[src/rtl/ram_arb_pkg.sv]
// Shared types and helpers for the RAM arbiter: FSM state encoding, RAM depth
// derivation and round-robin pointer width.
package ram_arb_pkg;

    typedef enum logic [1:0] {
        RESET_HOLD = 2'd0,
        INIT       = 2'd1,
        RUN        = 2'd2
    } arb_state_e;

    // Number of RAM words addressed by an ADDR_WIDTH-bit address.
    function automatic int unsigned ram_depth(input int unsigned addr_width);
        return 32'd1 << addr_width;
    endfunction

    // Width of a requester index; a single requester still needs one bit.
    function automatic int unsigned arb_idx_width(input int unsigned num_req);
        return (num_req > 32'd1) ? 32'($clog2(num_req)) : 32'd1;
    endfunction

endpackage

[src/rtl/ram_arbiter_if.sv]
// Requester-side bus of the RAM arbiter: packed valid/ready request channels
// plus the one-cycle read response. master = requesters, slave = arbiter.
interface ram_arbiter_if #(
    parameter int unsigned DATA_WIDTH = 8,
    parameter int unsigned ADDR_WIDTH = 4,
    parameter int unsigned NUM_REQ    = 2
) ();

    logic [NUM_REQ-1:0]            req_valid;
    logic [NUM_REQ-1:0]            req_ready;
    logic [NUM_REQ-1:0]            req_we;
    logic [NUM_REQ*ADDR_WIDTH-1:0] req_addr;
    logic [NUM_REQ*DATA_WIDTH-1:0] req_wdata;
    logic [NUM_REQ-1:0]            rsp_valid;
    logic [DATA_WIDTH-1:0]         rsp_rdata;

    modport master (
        output req_valid,
        output req_we,
        output req_addr,
        output req_wdata,
        input  req_ready,
        input  rsp_valid,
        input  rsp_rdata
    );

    modport slave (
        input  req_valid,
        input  req_we,
        input  req_addr,
        input  req_wdata,
        output req_ready,
        output rsp_valid,
        output rsp_rdata
    );

endinterface

[src/rtl/rr_arbiter.sv]
// Combinational round-robin grant: first active request after `last`,
// wrapping around. The pointer register lives in the caller.
module rr_arbiter #(
    parameter int unsigned NUM_REQ = 2,
    parameter int unsigned IDX_W   = 1
) (
    input  logic [NUM_REQ-1:0] req,
    input  logic [IDX_W-1:0]   last,
    output logic [NUM_REQ-1:0] grant,
    output logic [IDX_W-1:0]   grant_idx,
    output logic               grant_valid
);

    always_comb begin
        int unsigned cand;
        grant       = '0;
        grant_idx   = '0;
        grant_valid = 1'b0;
        cand        = 32'd0;
        // k = NUM_REQ wraps back onto `last` itself, so it has lowest priority
        for (int unsigned k = 1; k <= NUM_REQ; k++) begin
            cand = (32'(last) + k) % NUM_REQ;
            if (!grant_valid && req[IDX_W'(cand)]) begin
                grant[IDX_W'(cand)] = 1'b1;
                grant_idx           = IDX_W'(cand);
                grant_valid         = 1'b1;
            end
        end
    end

endmodule

[src/rtl/ram_arbiter.sv]
// Round-robin arbiter sharing one synchronous RAM between NUM_REQ requesters.
// Define RAM_ARB_INIT_EN to zero-fill the RAM after reset and on each clr.
module ram_arbiter
    import ram_arb_pkg::*;
#(
    parameter int unsigned DATA_WIDTH = 8,
    parameter int unsigned ADDR_WIDTH = 4,
    parameter int unsigned NUM_REQ    = 2
) (
    input  logic                  clk,
    input  logic                  rst_n,
    ram_arbiter_if.slave          bus,
    input  logic                  clr,
    output logic                  init_done,
    output logic                  ram_we,
    output logic [ADDR_WIDTH-1:0] ram_addr,
    output logic [DATA_WIDTH-1:0] ram_din,
    input  logic [DATA_WIDTH-1:0] ram_dout
);

    localparam int unsigned IDX_W = arb_idx_width(NUM_REQ);

    arb_state_e            state;
    arb_state_e            state_next;
    logic [IDX_W-1:0]      last;
    logic [NUM_REQ-1:0]    grant;
    logic [IDX_W-1:0]      grant_idx;
    logic                  grant_valid;
    logic [NUM_REQ-1:0]    ready;
    logic [NUM_REQ-1:0]    accept;
    logic [NUM_REQ-1:0]    rsp_q;
    logic                  sel_we;
    logic [ADDR_WIDTH-1:0] sel_addr;
    logic [DATA_WIDTH-1:0] sel_din;
    logic [ADDR_WIDTH-1:0] hold_addr;
    logic [DATA_WIDTH-1:0] hold_din;

`ifdef RAM_ARB_INIT_EN
    localparam int unsigned DEPTH = ram_depth(ADDR_WIDTH);

    logic [ADDR_WIDTH-1:0] fill_cnt;
    logic                  fill_last;

    assign fill_last = (fill_cnt == ADDR_WIDTH'(DEPTH - 32'd1));

    // Fill address; parked at 0 outside INIT so every fill starts from the bottom
    always_ff @(posedge clk or negedge rst_n) begin
        if (!rst_n) begin
            fill_cnt <= '0;
        end else if (state == INIT) begin
            fill_cnt <= fill_cnt + ADDR_WIDTH'(1);
        end else begin
            fill_cnt <= '0;
        end
    end
`else
    logic unused_clr;
    assign unused_clr = clr;
`endif

    rr_arbiter #(
        .NUM_REQ (NUM_REQ),
        .IDX_W   (IDX_W)
    ) u_rr (
        .req         (bus.req_valid),
        .last        (last),
        .grant       (grant),
        .grant_idx   (grant_idx),
        .grant_valid (grant_valid)
    );

    // FSM state register
    always_ff @(posedge clk or negedge rst_n) begin
        if (!rst_n) begin
            state <= RESET_HOLD;
        end else begin
            state <= state_next;
        end
    end

    // FSM next-state logic
    always_comb begin
        state_next = state;
        case (state)
`ifdef RAM_ARB_INIT_EN
            RESET_HOLD: state_next = INIT;
            INIT:       if (fill_last) state_next = RUN;
            RUN:        if (clr) state_next = INIT;
`else
            RESET_HOLD: state_next = RUN;
            RUN:        state_next = RUN;
`endif
            default:    state_next = RESET_HOLD;
        endcase
    end

    // Winner's request fields, selected by the one-hot grant
    always_comb begin
        sel_we   = 1'b0;
        sel_addr = '0;
        sel_din  = '0;
        for (int unsigned i = 0; i < NUM_REQ; i++) begin
            if (grant[i]) begin
                sel_we   = bus.req_we[i];
                sel_addr = bus.req_addr[i*ADDR_WIDTH +: ADDR_WIDTH];
                sel_din  = bus.req_wdata[i*DATA_WIDTH +: DATA_WIDTH];
            end
        end
    end

    // FSM outputs: RAM pins and request ready
    always_comb begin
        ram_we   = 1'b0;
        ram_addr = hold_addr;
        ram_din  = hold_din;
        ready    = '0;
        case (state)
            RESET_HOLD: begin
                ram_addr = '0;
                ram_din  = '0;
            end
`ifdef RAM_ARB_INIT_EN
            INIT: begin
                ram_we   = 1'b1;
                ram_addr = fill_cnt;
                ram_din  = '0;
            end
`endif
            RUN: begin
                if (grant_valid) begin
                    ram_we   = sel_we;
                    ram_addr = sel_addr;
                    ram_din  = sel_din;
                    ready    = grant;
                end
            end
            default: begin
                ram_addr = '0;
                ram_din  = '0;
            end
        endcase
    end

    assign accept = ready & bus.req_valid;

    // Idle RUN cycles keep the last address/data on the RAM pins
    always_ff @(posedge clk or negedge rst_n) begin
        if (!rst_n) begin
            hold_addr <= '0;
            hold_din  <= '0;
        end else begin
            hold_addr <= ram_addr;
            hold_din  <= ram_din;
        end
    end

    // Round-robin pointer and read-response pulse
    always_ff @(posedge clk or negedge rst_n) begin
        if (!rst_n) begin
            last  <= IDX_W'(NUM_REQ - 32'd1);
            rsp_q <= '0;
        end else begin
            if (|accept) begin
                last <= grant_idx;
            end
            rsp_q <= accept & ~bus.req_we;
        end
    end

    assign bus.req_ready = ready;
    assign bus.rsp_valid = rsp_q;
    assign bus.rsp_rdata = (|rsp_q) ? ram_dout : '0;
    assign init_done     = (state == RUN);

endmodule

[src/flat_wrapper.sv]
// flat-port wrapper written by rule: the top's interface ports become plain ports
module ram_arbiter_flat import ram_arb_pkg::*;
#(
    parameter int unsigned DATA_WIDTH = 8,
    parameter int unsigned ADDR_WIDTH = 4,
    parameter int unsigned NUM_REQ    = 2
)
  (clk, rst_n, clr, init_done, ram_we, ram_addr, ram_din, ram_dout, bus_req_valid, bus_req_we, bus_req_addr, bus_req_wdata, bus_req_ready, bus_rsp_valid, bus_rsp_rdata);
  ram_arbiter_if #(.DATA_WIDTH(DATA_WIDTH), .ADDR_WIDTH(ADDR_WIDTH), .NUM_REQ(NUM_REQ)) bus_i ();
  input  logic clk;
  input  logic rst_n;
  input  logic clr;
  output logic init_done;
  output logic ram_we;
  output logic [ADDR_WIDTH-1:0] ram_addr;
  output logic [DATA_WIDTH-1:0] ram_din;
  input  logic [DATA_WIDTH-1:0] ram_dout;
  input wire logic [$bits(bus_i.req_valid)-1:0] bus_req_valid;
  input wire logic [$bits(bus_i.req_we)-1:0] bus_req_we;
  input wire logic [$bits(bus_i.req_addr)-1:0] bus_req_addr;
  input wire logic [$bits(bus_i.req_wdata)-1:0] bus_req_wdata;
  output wire logic [$bits(bus_i.req_ready)-1:0] bus_req_ready;
  output wire logic [$bits(bus_i.rsp_valid)-1:0] bus_rsp_valid;
  output wire logic [$bits(bus_i.rsp_rdata)-1:0] bus_rsp_rdata;
  assign bus_i.req_valid = bus_req_valid;
  assign bus_i.req_we = bus_req_we;
  assign bus_i.req_addr = bus_req_addr;
  assign bus_i.req_wdata = bus_req_wdata;
  assign bus_req_ready = bus_i.req_ready;
  assign bus_rsp_valid = bus_i.rsp_valid;
  assign bus_rsp_rdata = bus_i.rsp_rdata;
  ram_arbiter #(.DATA_WIDTH(DATA_WIDTH), .ADDR_WIDTH(ADDR_WIDTH), .NUM_REQ(NUM_REQ)) u_core (.clk(clk), .rst_n(rst_n), .bus(bus_i), .clr(clr), .init_done(init_done), .ram_we(ram_we), .ram_addr(ram_addr), .ram_din(ram_din), .ram_dout(ram_dout));
endmodule
[config.mk]
export PLATFORM = sky130hd
export DESIGN_NAME = ram_arbiter_flat
export DESIGN_NICKNAME = d
export VERILOG_FILES = /design/src/rtl/ram_arb_pkg.sv /design/src/rtl/ram_arbiter_if.sv /design/src/rtl/rr_arbiter.sv /design/src/rtl/ram_arbiter.sv /design/src/flat_wrapper.sv
export SDC_FILE = /design/constraint.sdc
export NUM_CORES = 1
export LEC_CHECK = 0
export CAP_MARGIN = 20
export CORE_MARGIN = 4
export CORE_UTILIZATION = 24
export CTS_CLUSTER_SIZE = 30
export DETAILED_ROUTE_END_ITERATION = 8
export GPL_TIMING_DRIVEN = 0
export PLACE_DENSITY_LB_ADDON = 0.25
export SKIP_LAST_GASP = 1
export SLEW_MARGIN = 20
export SYNTH_ARGS = -nofsm -noshare
export SYNTH_HDL_FRONTEND = slang
export SYNTH_SLANG_ARGS = --single-unit
[constraint.sdc]
create_clock -name clk -period 5.7 [get_ports clk]
set_clock_uncertainty 0.2 [all_clocks]
set_input_delay 1.71 -clock clk [delete_from_list [all_inputs] [get_ports clk]]
set_output_delay 1.71 -clock clk [all_outputs]
set_load 0.005 [all_outputs]
* Word level (Yosys, flattened, before mapping)
Index checks and enable logic that the tools add are counted.
** Cells by class
- Add/subtract/negate cells :: 2
- Magnitude comparators :: 4
- Equal/unequal tests :: 1
- Mux-type cells :: 30
- Bitwise logic cells :: 4
- Reduce and logical (&&, ||, !) cells :: 8
** Operator list (number)
- $mux 8 :: 5
- $mux 4 :: 4
- $mux 1 :: 14
- $mux 2 :: 5
- $reduce_or 2->1 :: 3
- $and 2x2->2 :: 2
- $lt 1x2->1 const B :: 2
- $logic_and 1x1->1 :: 3
- $add 1x1->1 const B :: 2
- $demux 1 s1 :: 2
- $eq 2x2->1 const B :: 1
- $ge 1x1->1 const B :: 2
- $logic_not 2->1 :: 1
- $not 2->2 :: 1
- $or 2x2->2 :: 1
- $logic_not 1->1 :: 1
** Word-level totals
- Bits in registers :: 17
- Output and inout port bits :: 26

* Longest topological paths before layout
- Depth after elaboration :: 12
- Depth in mapped cells :: 6

* Modules after synthesis
From an unflattened synthesis, not the netlist that was laid out.
** Second synthesis, totals
- Cell total of the unflattened synthesis :: 85
- Area total of the unflattened synthesis :: 833.3 um^2
** Modules (own cells, without submodules)
- ram_arbiter :: instances 1, cells each 80, area an instance 800.8 um^2, seq. area each 401.6 um^2
- rr_arbiter :: instances 1, cells each 5, area an instance 32.5 um^2, seq. area each 0.0 um^2

* Worst setup path before layout
No wires, ideal clock.
- Kind :: input port to output port
- Start :: input port bus_req_valid[1]
- End :: output port ram_din[6]
- Arrival time :: 2.472 ns
- Data required time :: 3.790 ns
- Slack :: 1.318 ns
- Stages :: 5
- Path buffers :: 3
- Cells stage by stage :: buf_6 nand2b_4 buf_6 buf_8 a311oi_1
** On the way
- Longest elaborated chain between the ends :: 10
** Ends and longest elaborated chain
- start: declaration :: line flat_wrapper.sv:18 : input wire logic [$bits(bus_i.req_valid)-1:0] bus_req_valid;
- $mux 1 (not written as such) (2 in a row) :: line rr_arbiter.sv:23 : if (!grant_valid && req[IDX_W'(cand)]) begin
- $mux 1 :: line rr_arbiter.sv:23
- $logic_not 1->1 :: line rr_arbiter.sv:23
- $logic_and 1x1->1 :: line rr_arbiter.sv:23
- $mux 2 :: line rr_arbiter.sv:23
- $mux 8 (2 in a row) :: line ram_arbiter.sv:103 : if (grant[i]) begin
- $mux 8 * :: line ram_arbiter.sv:130 : if (grant_valid) begin
- $mux 8 * :: line ram_arbiter.sv:117 : case (state)
- end: declaration :: line flat_wrapper.sv:16 : output logic [DATA_WIDTH-1:0] ram_din;
Mark *: on every way between the ends. The rest lies on a longest branch, timed or not. The select of a mux whose other input is x is not followed.

* Final worst setup path
- Start :: input port bus_req_wdata[9]
- End :: output port ram_din[1]
** On the way
- Longest elaborated chain between the ends :: 3
** Ends and longest elaborated chain
- start: declaration :: line flat_wrapper.sv:21 : input wire logic [$bits(bus_i.req_wdata)-1:0] bus_req_wdata;
- $mux 8 :: line ram_arbiter.sv:103
- $mux 8 :: line ram_arbiter.sv:130
- $mux 8 :: line ram_arbiter.sv:117
No other way between the ends.

==> impl_metrics.ini <==
[place]
dp.cells = 207
io_buffers = 61
dp_hpwl_um = 2481
gp_congestion = 0.6947
place_area_um2 = 1707
dp_slack_ns = 0.5357

[power]
total_power_w = 0.0003482
powerDensity_nw_per_um2 = 197.6
vdd_drop_max_v = 0.00007888
power_leakage_nw = 0.7351

[die]
num_rows = 23
ios = 65
core-area_um2 = 4086
die_area_um2 = 5420
die_h_um = 73.62
start_util_pct = 25.29
dieWidth_um = 73.62

[logic_synthesis]
mappedNetlistNets = 135
synth_flop_cell = dfrtp_1
yosysTopAreaCell = dfrtp_1
synth.distinct_cells = 27
syn-cell-area_um2 = 1033
yosysMostFrequentCell = dfrtp_1
synth_edf_count = 0
netlist_top_cells_count = dfrtp_1 (15), a31oi_1 (12), inv_1 (12), nor2b_1 (11)
yosysWarnings = 0
synth-seq-cells = 16
synthArstFlopShare_pct = 100.0
synth_area_leaders = dfrtp_1 (36%), a31oi_1 (7.3%), mux2_4 (7.3%), o221ai_2 (7.3%), nor2b_1 (6.7%)
synth_top_area_share_pct = 36.32
syn-instance-count = 96
seq_area_frac_synth_pct = 38.86
syn_avg_cell_area_um2 = 10.77

[sta]
fin_crit_ns = 5.154
finalHoldViolCount = 0
rsz0062_at_grt = false
setup_ws_ns = 0.5456
fmax_mhz = 194.0
final.setup.tns_ns = 0
setup_viol = 0
finalCritPeriodShare_pct = 90.43
max-slew-margin-rel_pct = 48.83
drv_slew = 0
tightestPinTransition_ns = 0.7651

[detailed_routing]
firstDrtPassIters = 4
final_antenna_net_count = 0
drt-initial-drc-count = 15
viasPerCell = 4.739
route.detailed.drc = 0
via_count = 1000
wl_um = 3207
wl_per_cell_um = 15.20

[cts]
ctsHoldBuffers = 0
numCtsBuffers = 3
clock_sinks = 16
cts_tree = yes
clockBufferDepth = 2
htreeDepth = 1
clk_pin_slew_ns = 0.06
insertion_delay_ns = 0.24
root_buffer = clkbuf_8
cts_resized = 0
post-cts-setup-buffers = 0

[critical_path]
cpMaxStageDelayCell = clkdlybuf4s50_1
cpPeakStageDelay_ns = 0.55
end_kind = output pin
critPathArrivalTime_ns = 3.24
cpMostUsedCell = clkdlybuf4s50_1
critical_path_required_ns = 3.79
cp_max_fo = 2
crit_type = primary input to output pin
crit_path_start_kind = primary input
crit_chain = clkdlybuf4s50_1 > mux2_4 > o221ai_2 > a31oi_1 > clkdlybuf4s50_1

[layout]
fin_cells = 211
fillCellCount = 414
final_cell_area_um2 = 1762
nets = 201
syn_to_final_growth_pct = 70.46
drive_above_1_share_pct = 19.25
antenna_cells = 0

[global_routing]
grt_pass1_wl_um = 5106
busiest_layer = met2
grt_overflow = 0
grt_max_degree = 17
grt_use_total_pct = 12.01
grt_use_met2_pct = 21.65
antenna_found_initial = 0
use_met3_pct = 3.010
use_met1_pct = 14.29
grt_pass1_vias = 1091

[status]
status = completed

[job]
cap_violations = 0

[min_path]
hp-class = flop to flop
-- metrics by stage --
step / hold slack [ns] / utilization [%]
floorplan: 0.3113 / -
global placement: 0.3231 / 41.76
detailed placement: 0.3244 / 41.76
CTS: 0.3343 / 43.11
global route: 0.3668 / 43.11
finish: 0.3340 / 43.11
-- routing by layer --
layer | vias to the layer above | wire length (um)
li1 | 476 | -
met1 | 472 | 1324
met2 | 52 | 1589
met3 | 0 | 293
met4 | 0 | 0
met5 | - | 0
-- layout make-up --
class | instances | area, um^2 | share of cell area [%]
buffer | 10 | 90.09 | 5.114
timing repair buffer | 61 | 610.6 | 34.66
multi-input combinational | 58 | 496.7 | 28.20
tap | 50 | 62.56 | 3.551
sequential | 16 | 401.6 | 22.80
clock buffer | 4 | 55.05 | 3.125
inverter | 12 | 45.04 | 2.557
-- flip-flops by register name, indices dropped and copies added (netlist names) --
signal                cells
u_core.hold_din           8
u_core.bus.rsp_valid      2
u_core.hold_addr          4
u_core.last               1
u_core.state              1
-- cells by family (layout without fill, tap and decap cells) --
group / after synthesis / in the layout / synth area share, %
compound gates: 28 / 28 / 22.88
other cells: 1 / 1 / 0.3628
buf+inv: 22 / 87 / 13.07
mux: 11 / 11 / 13.80
flops: 16 / 16 / 38.86
simple gates: 18 / 18 / 11.02
-- worst max-delay path, delay by kind of cell --
| family | cells | cell delay (ns) |
|---|---|---|
| buffers and inverters | 2 | 1.08 |
| AO/OA/AOI/OAI | 2 | 0.29 |
| multiplexers | 1 | 0.17 |
-- report_power, final --
| group | internal [W] | switching (W) | leakage, nW |
|---|---|---|---|
| logic | 0.0000725 | 0.0000453 | 0.502 |
| clock network | 0.0000612 | 0.0000406 | 0.0288 |
| registers | 0.000125 | 0.00000382 | 0.204 |
| total | 0.000258 | 0.0000898 | 0.735 |
-- cells in the final DEF, fill, tap and decap left out, drive strengths merged --
cell,netlist,final
a31oi,12,12
clkdlybuf4s50,0,61
nor2,1,1
clkbuf,2,6
a211oi,1,1
inv,12,12
dfrtp,15,15
dfstp,1,1
nand2,1,1
and3,2,2
conb,1,1
nand3,2,2
o21ai,1,1
a21boi,1,1
a21oi,1,1
a311oi,1,1
buf,8,8
nor2b,11,11
nand2b,1,1
mux2,11,11
o221ai,11,11
-- path summary, 6_finish.rpt --
path / start / endpoint / cells after the start / slack, ns
setup / recovery: bus_req_wdata[9] / ram_din[1] / 5 / 0.55
min in group asynchronous: rst_n / u_core.hold_din[2] / 1 / 1.71
setup reg to reg: u_core.last / u_core.hold_addr[2] / 5 / 4.15
hold / removal: u_core.last / u_core.last / 2 / 0.33
max in group asynchronous: rst_n / u_core.hold_din[7] / 1 / 3.11
hold reg to reg: u_core.last / u_core.last / 2 / 0.33
Power figures use the tool's default switching activity.
